==> src/rtl/i2s_pcm_source.sv <==
// i2s_pcm_source
// I2S master receiver feeding a PCM consumer (the MFCC core). It generates
// SCK and WS for an I2S MEMS microphone, deserialises one channel slot MSB
// first, truncates it to SAMPLE_WIDTH bits and presents it with a one-cycle
// ready strobe. After enable, WARMUP_FRAMES frames are discarded while the
// microphone settles.
//
// Ports:
//   clk          system clock (the only clock)
//   rst_n        asynchronous active-low reset
//   enable_i     level enable; low forces IDLE in the next cycle
//   i2s_sck_o    bit clock to the microphone
//   i2s_ws_o     word select to the microphone (low = left slot)
//   i2s_sd_i     serial data from the microphone, changes after SCK falls
//   pcm_o        last captured sample, two's complement, held between updates
//   pcm_ready_o  one-cycle strobe, pcm_o valid in the same cycle
//   warm_o       high while in RUN
module i2s_pcm_source #(
    parameter int SAMPLE_WIDTH  = 16,
    parameter int SLOT_WIDTH    = 32,
    parameter int SCK_HALF      = 16,
    parameter int CHANNEL       = 0,
    parameter int WARMUP_FRAMES = 1024
) (
    input  logic                           clk,
    input  logic                           rst_n,
    input  logic                           enable_i,
    output logic                           i2s_sck_o,
    output logic                           i2s_ws_o,
    input  logic                           i2s_sd_i,
    output logic signed [SAMPLE_WIDTH-1:0] pcm_o,
    output logic                           pcm_ready_o,
    output logic                           warm_o
);

    localparam int DW = (SCK_HALF > 1) ? $clog2(SCK_HALF) : 1;
    localparam int BW = $clog2(2 * SLOT_WIDTH);
    localparam int FW = (WARMUP_FRAMES > 1) ? $clog2(WARMUP_FRAMES) : 1;

    localparam logic [DW-1:0] DIV_TC       = DW'(SCK_HALF - 1);
    localparam logic [BW-1:0] BIT_LAST     = BW'(2 * SLOT_WIDTH - 1);
    localparam logic [BW-1:0] WS_LO        = BW'(SLOT_WIDTH - 1);
    localparam logic [BW-1:0] WS_HI        = BW'(2 * SLOT_WIDTH - 2);
    localparam logic [BW-1:0] CAP_BASE     = BW'(CHANNEL * SLOT_WIDTH);
    localparam logic [BW-1:0] CAP_LEN      = BW'(SAMPLE_WIDTH);
    localparam logic [BW-1:0] CAP_LAST_REL = BW'(SAMPLE_WIDTH - 1);
    localparam logic [FW-1:0] WARM_LAST    = FW'((WARMUP_FRAMES > 0) ? WARMUP_FRAMES - 1 : 0);

    typedef enum logic [1:0] {
        IDLE   = 2'd0,
        WARMUP = 2'd1,
        RUN    = 2'd2
    } state_t;

    state_t state_q, state_d;

    logic [DW-1:0]                  div_cnt;
    logic [BW-1:0]                  bit_cnt;
    logic [BW-1:0]                  bit_nxt;
    logic [BW-1:0]                  cap_rel;
    logic [FW-1:0]                  frame_cnt;
    logic signed [SAMPLE_WIDTH-1:0] shreg;
    logic                           lsb_pend;

    logic div_tc;
    logic sck_rise;
    logic sck_fall;
    logic frame_wrap;
    logic last_warm;
    logic cap_win;
    logic cap_en;
    logic ws_nxt;

    assign div_tc     = (div_cnt == DIV_TC);
    assign sck_rise   = div_tc && !i2s_sck_o;
    assign sck_fall   = div_tc && i2s_sck_o;
    assign frame_wrap = sck_fall && (bit_cnt == BIT_LAST);
    assign last_warm  = (frame_cnt == WARM_LAST);
    assign bit_nxt    = (bit_cnt == BIT_LAST) ? '0 : bit_cnt + BW'(1);

    // Offset from the start of the captured slot; wraps to a large value
    // before the slot, so a single compare covers both window bounds.
    assign cap_rel = bit_cnt - CAP_BASE;
    assign cap_win = (cap_rel < CAP_LEN);
    // Shifting in the last warm-up frame is harmless: no strobe can come
    // from it, and the register is refilled before the first RUN sample.
    assign cap_en  = cap_win && ((state_q == RUN) || ((state_q == WARMUP) && last_warm));

    // WS is set from the bit index that the falling edge is about to load,
    // so it leads each slot by one SCK.
    assign ws_nxt = (bit_nxt >= WS_LO) && (bit_nxt <= WS_HI);

    assign warm_o = (state_q == RUN);

    always_ff @(posedge clk or negedge rst_n) begin
        if (!rst_n) begin
            state_q <= IDLE;
        end else begin
            state_q <= state_d;
        end
    end

    always_comb begin
        state_d = state_q;
        case (state_q)
            IDLE: begin
                if (enable_i) begin
                    state_d = (WARMUP_FRAMES == 0) ? RUN : WARMUP;
                end
            end
            WARMUP: begin
                if (!enable_i) begin
                    state_d = IDLE;
                end else if (frame_wrap && last_warm) begin
                    state_d = RUN;
                end
            end
            RUN: begin
                if (!enable_i) begin
                    state_d = IDLE;
                end
            end
            default: state_d = IDLE;
        endcase
    end

    always_ff @(posedge clk or negedge rst_n) begin
        if (!rst_n) begin
            div_cnt     <= '0;
            bit_cnt     <= '0;
            frame_cnt   <= '0;
            shreg       <= '0;
            lsb_pend    <= 1'b0;
            i2s_sck_o   <= 1'b0;
            i2s_ws_o    <= 1'b0;
            pcm_o       <= '0;
            pcm_ready_o <= 1'b0;
        end else if (state_q == IDLE || !enable_i) begin
            // Idle or being disabled: everything restarts from a clean frame,
            // a half-captured sample is dropped and pcm_o keeps its value.
            div_cnt     <= '0;
            bit_cnt     <= '0;
            frame_cnt   <= '0;
            shreg       <= '0;
            lsb_pend    <= 1'b0;
            i2s_sck_o   <= 1'b0;
            i2s_ws_o    <= 1'b0;
            pcm_ready_o <= 1'b0;
        end else begin
            pcm_ready_o <= lsb_pend;
            lsb_pend    <= 1'b0;
            if (lsb_pend) begin
                pcm_o <= shreg;
            end

            if (div_tc) begin
                div_cnt   <= '0;
                i2s_sck_o <= ~i2s_sck_o;
            end else begin
                div_cnt <= div_cnt + DW'(1);
            end

            if (sck_rise && cap_en) begin
                shreg <= {shreg[SAMPLE_WIDTH-2:0], i2s_sd_i};
                // RUN is only entered at a frame wrap, so any LSB seen in RUN
                // belongs to a slot that started in RUN.
                if ((cap_rel == CAP_LAST_REL) && (state_q == RUN)) begin
                    lsb_pend <= 1'b1;
                end
            end

            if (sck_fall) begin
                bit_cnt  <= bit_nxt;
                i2s_ws_o <= ws_nxt;
                if (frame_wrap && (state_q == WARMUP)) begin
                    frame_cnt <= frame_cnt + FW'(1);
                end
            end
        end
    end

endmodule

==> config.mk <==
export PLATFORM = sky130hd
export DESIGN_NAME = i2s_pcm_source
export DESIGN_NICKNAME = d
export VERILOG_FILES = /design/src/rtl/i2s_pcm_source.sv
export SDC_FILE = /design/constraint.sdc
export NUM_CORES = 1
export LEC_CHECK = 0
export ABC_AREA = 1
export CAP_MARGIN = 10
export CORE_AREA = 2 2 76 85
export CTS_CLUSTER_DIAMETER = 100
export DETAILED_ROUTE_END_ITERATION = 10
export DIE_AREA = 0 0 78 87
export PLACE_DENSITY = 0.67
export REMOVE_ABC_BUFFERS = 1
export SKIP_LAST_GASP = 1
export SLEW_MARGIN = 20
export SYNTH_ARGS = -nofsm -noshare
export SYNTH_HDL_FRONTEND = slang
export SYNTH_SLANG_ARGS = --single-unit
==> constraint.sdc <==
create_clock -name clk -period 1.8 [get_ports clk]
set_input_delay 0.18 -clock clk [delete_from_list [all_inputs] [get_ports clk]]
set_output_delay 0.18 -clock clk [all_outputs]
set_load 0.1 [all_outputs]
# After elaboration in Yosys (flattened, before gate mapping)
# Index checks and enable logic that the tools add are counted.
# totals
register_bits,58
latch_bits,0
ramBits,0
rom_bits,0
input_bits,4
output_inout_bits,20
elab_cells,72
n_memories,0
# classes
add_sub_neg,3
mul,0
div,0
order_cmp,3
eq_ne,9
shift,0
muxes,23
n_bitwise,2
reduce_logical,22
# ops
op,count
$mux 16,2
$mux 10,3
$mux 6,3
$add 10x1->10 const B,1
$eq 10x10->1 const B,1
$logic_and 1x1->1,10
$mux 1,8
$mux 2,4
$mux 4,2
$reduce_bool 2->1,4
$add 6x1->6 const B,1
$eq 6x4->1 const B,1
$eq 6x6->1 const B,1
$ge 6x5->1 const B,1
$le 6x6->1 const B,1
$lt 6x5->1 const B,1
$pmux 2 s3,1
$add 4x1->4 const B,1
$eq 4x4->1 const B,1
$ne 2x2->1 const B,2
$reduce_and 2->1,2
$ne 3x2->1 const B,1
$reduce_and 3->1,1
$eq 2x1->1 const B,1
5 further kinds,8

# Depth between registers and ports, before layout
# Gate-level depths: netlist of run 1.
# depth
ltp_word,7
depth_mapped,10
depth_no_buf,10

# Worst setup path after synthesis of run 1
# OpenSTA, ideal clock, no wires.
# synth_timing
path_kind,register to register
startpoint,register state_q[0]
endpoint,register lsb_pend
setup_time_ns,0.067
arrival_ns,2.162
setup_slack_ns,-0.429
path_stages_with_launch,5
synth_period_minus_slack_ns,2.229
cell_sequence,dfrtp_1 > nor2_1 > nand2_1 > nor3_1 > and2_1
# synth_between
elab_cells_between_ends,12
cone_classes,2 x eq/ne; 3 x mux; 7 x reduce/logical
# synth_lines
element,line_no,text
"start, declared",55,"state_t state_q, state_d;"
"start signal, assigned",99,state_q <= state_d;
$eq 2x2->1 (*),-,
named net warm_o,33,output logic warm_o
$logic_or 1x1->1,87,assign cap_en = cap_win && ((state_q == RUN) || ((state_q == WARMUP) && last_warm));
$logic_and 1x1->1,87,
$logic_and 1x1->1,163,if (sck_rise && cap_en) begin
$mux 1 (*),163,
$mux 1 (*),138,end else if (state_q == IDLE || !enable_i) begin
"end signal, assigned",145,lsb_pend <= 1'b0;
"end signal, assigned",151,lsb_pend <= 1'b0;
"end signal, assigned",168,lsb_pend <= 1'b1;
"end, declared",63,logic lsb_pend;
# The timed path passes the listed nets; every way through them passes the cells marked *.
# A chain may end at the register's enable or synchronous reset.

# Final worst setup path of run 1
# layout_timing
startpoint,register frame_cnt[0]
endpoint,register shreg[6]
# layout_between
elab_chain_len,6
# layout_lines
element,line_no,text
"start, declared",61,logic [FW-1:0] frame_cnt;
"start signal, assigned",176,frame_cnt <= frame_cnt + FW'(1);
$eq 10x10->1,78,assign last_warm = (frame_cnt == WARM_LAST);
$logic_and 1x1->1,87,
$logic_or 1x1->1,87,
$logic_and 1x1->1,87,
$logic_and 1x1->1,163,
$reduce_bool 2->1 (no line),-,
"end signal, assigned",164,"shreg <= {shreg[SAMPLE_WIDTH-2:0], i2s_sd_i};"
"end, declared",62,logic signed [SAMPLE_WIDTH-1:0] shreg;
# No other way between the ends.

==> impl_metrics.csv, run 1 <==
group,metric,value,unit
status,status,"complete, no violations",
route,viasPerCell,5.09,
floorplan,initial_core_util,46.4,%
floorplan,die-area,6790,µm²
cts,cts.sinks,58,
cts,postCtsSetupRepairBufs,0,
sta,grt_setup_unrepaired,"no",
placed_design,portBuffers,23,
grt,grt_use_total,18.7,%
sta,slew_violations,0,
synthesis,syn_inst,329,
floorplan,pin_count,24,
grt,grt_max_degree,37,
grt,grt_pass1_vias,2242,
critical_path,reg2reg_from,"frame_cnt[0]",
sta,setup_tns,0,ns
worst_hold_path,hold_class,"in -> async",
pwr,leakage,0.00175,µW
placed_design,gp_congestion,0.855,
final_layout,layout_common_cells,"nand2_1, dfrtp_1, nand3_1, buf_4, nand4_1",
sta,max_freq,628,MHz
critical_path,startpoint,"frame_cnt[0]",
pwr,power,2590,µW
cts,path_clk_slew,0.07,ns
route,num_vias,2301,
sta,setup_violations,0,
critical_path,end_kind,"flop",
critical_path,crit_type,"reg -> reg",
final_layout,mostFrequentLayoutCell,"nand2_1",
sta,finalHoldViolations,0,
route,wl_per_cell,12.5,µm
final_layout,area_growth,20.2,%
sta,finalWorstPathRequiredPeriod,1.59,ns
route,ant_nets,0,
synthesis,ys_types,33,
pwr,powerDensity,772,nW/µm²
final_layout,layout.cells.non_filler,452,
route,drc,0,
cts,h-tree-depth,3,
final_layout,fill_cells,565,
synthesis,ys.warnings.count,0,
critical_path,startpoint_type,"flop",
synthesis,seq_area_frac_synth,52.1,%
final_layout,fin_area,3350,µm²
route,routed_wl,5650,µm
cts,clockBufferDepth,2,
pwr,ir_drop,0.359,mV
cts,cts_buffers,9,
cts,cts_root_buffer,"clkbuf_8",
cts,cts_tree,"yes",
sta,fin_ws,0.208,ns
final_layout,drive_above_1_share,19.9,%
critical_path,critical_path_arrival,1.87,ns
synthesis,synth_seq_cells,58,
grt,grt_antenna_before_repair,0,
final_layout,antennaDiodeCount,0,
grt,overflow,0,
grt,grt_pass1_wl,9970,µm
floorplan,die_y,87,µm
placed_design,place_inst,435,
placed_design,pre_cts_slack,0.0868,ns
sta,period_share,88.4,%
route,drt_iter0_drc,154,
placed_design,postPlaceCellArea,3130,µm²
synthesis,netlist_area,2790,µm²
critical_path,worstPathMaxFanout,16,
sta,max_slew_margin,67.9,%
floorplan,num_rows,30,
critical_path,cp.required,2.08,ns
cts,clk_latency,0.34,ns
placed_design,place.detailed.hpwl,4000,µm
sta,clock_skew,0.00938,ns
floorplan,core_area,6010,µm²
floorplan,die_w,78,µm
run,drv_cap,0,
sta,worst_pin_slew,0.482,ns
final_layout,final_nets,376,
route,dr.pass1.iters,4,
synthesis,syn_avg_cell_area,8.47,µm²
==> cell families after synthesis <==
family | share of synthesized area (%)
AOI/OAI and AO/OA | 4.36
xor gates and xnor gates | 1.26
adders and majority gates | 2.25
buffers and inverters | 5.35
DFF | 52.1
and+or+nand+nor | 34.7
==> worst paths after layout <==
kind                            cells past startpoint         end  slack, ns
worst max register to register                      8    shreg[6]       0.21
worst min-delay path                                2   pcm_o[13]       0.33
worst max-delay path                                8    shreg[6]       0.21
worst min register to register                      1  div_cnt[0]       0.47
min in group clk                                    3    shreg[0]       0.46
max in group asynchronous                           3  div_cnt[1]       0.93
==> cell usage after synthesis <==
cell type	n	area, µm²
inv_1	15	56.3
nor3_1	1	5.00
ha_1	5	62.6
and3_1	1	6.26
a21oi_4	1	16.3
inv_2	8	30.0
nand3_1	33	165
xnor2_1	1	8.76
buf_4	3	22.5
nor2_2	2	12.5
buf_2	5	25.0
nand2_4	1	11.3
o21ai_4	1	16.3
and2_1	1	6.26
or2_2	1	6.26
nand2_1	119	447
nand2_2	1	6.26
nor2_1	20	75.1
nand3_2	3	30.0
buf_6	1	11.3
nor3_4	1	16.3
o21ai_1	4	20.0
a21oi_1	3	15.0
o22ai_1	1	6.26
dfrtp_1	58	1450
a21o_1	1	7.51
o211ai_1	1	7.51
xor2_1	3	26.3
clkbuf_1	1	3.75
nand4_1	25	156
nor2_4	2	22.5
o21ai_0	5	25.0
o21bai_1	1	7.51
==> power by group <==
group | internal [µW] | switching, µW | total [µW]
Clock | 672 | 515 | 1190
Combinational | 27.0 | 60.9 | 87.8
Sequential | 1310 | 3.37 | 1310
Total | 2010 | 580 | 2590
==> per-stage QoR <==
stage | util [%] | hold slack (ns)
final | 55.7 | 0.332
after global placement | 52.2 | 0.170
after global routing | 55.7 | 0.379
after CTS | 55.6 | 0.346
after floorplan | - | -0.116
after detailed placement | 52.2 | 0.166
==> worst max-delay path, stage by stage (launching register included) <==
cell and delay, ns:
dfrtp_1 0.42, ha_1 0.23, nand3_2 0.14, nor2_4 0.15, nand3_2 0.09, o21ai_4 0.09, buf_4 0.23, nand4_1 0.11
nand2_1 0.08
==> area by class of cell <==
type | count | area, µm² | share of cell area, %
Clock buffer | 11 | 141 | 4.22
Clock inverter | 5 | 53.8 | 1.61
Inverter | 23 | 86.3 | 2.58
Multi-Input combinational cell | 238 | 1190 | 35.6
Sequential cell | 58 | 1450 | 43.4
Tap cell | 80 | 100 | 2.99
Timing Repair Buffer | 37 | 320 | 9.57
==> flip-flops by register name (all words and copies together) (netlist names) <==
signal       count
shreg           16
pcm_ready_o      1
pcm_o           16
frame_cnt       10
bit_cnt          6
lsb_pend         1
i2s_sck_o        1
i2s_ws_o         1
state_q          2
div_cnt          4
==> routing by layer <==
metal | GRT usage, % | part of all wire [%] | wire, µm
met5 | 0 | 0 | 0
met4 | 9.25 | 1.9 | 108
met3 | 3.84 | 2.9 | 165
met2 | 31.1 | 49 | 2750
met1 | 23.3 | 46 | 2620
==> timing repair <==
action | in CTS | in global routing
hold buffers | 1 | 0
hold endpoints to repair | 17 | 0
gates resized for setup | 0 | 4
setup endpoints to repair | 0 | 9
Note: power is estimated with default switching activity, not from simulation.
==> run 2, diff against run 1 <==
--- a/config.mk
+++ b/config.mk
@@ -11,6 +11,7 @@
 export CTS_CLUSTER_DIAMETER = 100
 export DETAILED_ROUTE_END_ITERATION = 10
 export DIE_AREA = 0 0 78 87
+export MAX_ROUTING_LAYER = met4
 export PLACE_DENSITY = 0.67
 export REMOVE_ABC_BUFFERS = 1
 export SKIP_LAST_GASP = 1
==> impl_metrics.csv, run 2 (synthesis results as in run 1) <==
group,metric,value,unit
route,drc,0,
floorplan,die-area,6790,µm²
critical_path,critical_path_arrival,1.87,ns
critical_path,crit_type,"reg -> reg",
final_layout,layout_common_cells,"nand2_1, dfrtp_1, nand3_1, buf_4, nand4_1",
sta,finalWorstPathRequiredPeriod,1.60,ns
critical_path,worstPathMaxFanout,16,
final_layout,final-seq-area,1450,µm²
route,num_vias,2305,
cts,path_clk_slew,0.07,ns
route,dr.pass1.iters,4,
critical_path,path_cells,"ha_1 -> nand3_2 -> nor2_4 -> nand3_2 -> o21ai_4 -> buf_4 -> nand4_1 -> nand2_1",
critical_path,end_kind,"flop",
critical_path,cpPeakStageDelay,0.42,ns
final_layout,fill_cells,565,
final_layout,final_nets,376,
floorplan,core_area,6010,µm²
grt,grt_use_total,19.2,%
sta,clock_skew,0.00936,ns
floorplan,pin_count,24,
route,wl_per_cell,12.5,µm
final_layout,area_growth,20.2,%
critical_path,cpLargestDelayFamily,"simple AND/OR/NAND/NOR gates",
cts,cts_buffers,9,
route,drt_iter0_drc,146,
final_layout,multi_input_area,1190,µm²
sta,max_freq,627,MHz
placed_design,place.detailed.hpwl,4000,µm
route,ant_nets,0,
cts,clockBufferDepth,2,
sta,slew_violations,0,
status,status,"complete, no violations",
critical_path,cp.buffers_inverters,1,
sta,worst_pin_slew,0.479,ns
grt,grt_pass1_vias,2239,
grt,grt_antenna_before_repair,0,
final_layout,largestRegisters,"pcm_o x16, shreg x16, frame_cnt x10",
floorplan,die_w,78,µm
placed_design,pre_cts_slack,0.0868,ns
grt,grt_pass1_wl,9960,µm
sta,hold-worst-slack,0.333,ns
final_layout,utilization,55.7,%
pwr,ir_drop,0.359,mV
run,drv_cap,0,
route,routed_wl,5640,µm
critical_path,critPathSlowestCell,"dfrtp_1",
placed_design,gp_congestion,0.868,
critical_path,cp.required,2.08,ns
sta,finalHoldViolations,0,
critical_path,cpMostUsedCell,"nand3_2",
critical_path,startpoint_type,"flop",
floorplan,initial_core_util,46.4,%
cts,cts_root_buffer,"clkbuf_8",
final_layout,drive_above_1_share,19.9,%
grt,grt_max_degree,37,
cts,h-tree-depth,3,
sta,fin_ws,0.204,ns
cts,cts_tree,"yes",
floorplan,die_y,87,µm
sta,grt_setup_unrepaired,"no",
placed_design,portBuffers,23,
cts,clk_latency,0.33,ns
cts,cts.sinks,58,
sta,max_slew_margin,68.1,%
sta,period_share,88.6,%
worst_hold_path,hold_class,"in -> async",
pwr,leakage,0.00175,µW
grt,overflow,0,
floorplan,num_rows,30,
route,viasPerCell,5.10,
final_layout,mostFrequentLayoutCell,"nand2_1",
final_layout,antennaDiodeCount,0,
sta,setup_violations,0,
pwr,powerDensity,771,nW/µm²
-- run 2: through the flow --
| step | total power (µW) | setup TNS [ns] | area (µm²) | std cells |
|---|---|---|---|---|
| after floorplan | 1360 | -4.58 | 2720 | 319 |
| after global placement | 1420 | 0 | 3130 | 435 |
| after detailed placement | 1420 | 0 | 3130 | 435 |
| after CTS | 2610 | 0 | 3340 | 452 |
| after global routing | 2690 | 0 | 3350 | 452 |
| final | 2580 | 0 | 3350 | 452 |
-- run 2: area by class of cell --
class                   instances  area share, %
clock buffers                  11           4.22
clock inverters                 5           1.61
inverters                      23           2.58
multi-input cells             238           35.6
flip-flops and latches         58           43.4
well taps                      80           2.99
repair buffers                 37           9.57
-- run 2: where the power goes --
part           internal [µW]  switching (µW)  total (µW)
logic                   27.0            60.8        87.8
clock network            672             509        1180
registers               1310            3.37        1310
total                   2010             574        2580
-- run 2: final timing paths --
path,start,to,slack (ns),depth (start not counted)
min in group clk,enable_i,state_q[0],0.46,3
worst max-delay path,frame_cnt[0],shreg[13],0.20,8
worst max register to register,frame_cnt[0],shreg[13],0.20,8
worst min-delay path,rst_n,pcm_o[13],0.33,2
max in group asynchronous,rst_n,div_cnt[1],0.93,3
worst min register to register,div_cnt[0],div_cnt[0],0.47,1
-- run 2: timing repair --
action / 4_1_cts / 5_1_grt
endpoints found under the setup margin: 0 / 9
hold endpoints to repair: 17 / 0
hold buffers: 1 / 0
gates resized for setup: 0 / 4
setup buffers: 0 / 0
-- run 2: metal layers --
layer	wire length, µm	global-route usage, %	vias to the layer above
met1	2620	23.3	1105
met2	2750	31.1	34
met4	74	7.81	0
li1	-	-	1159
met5	0	-	-
met3	196	4.46	7
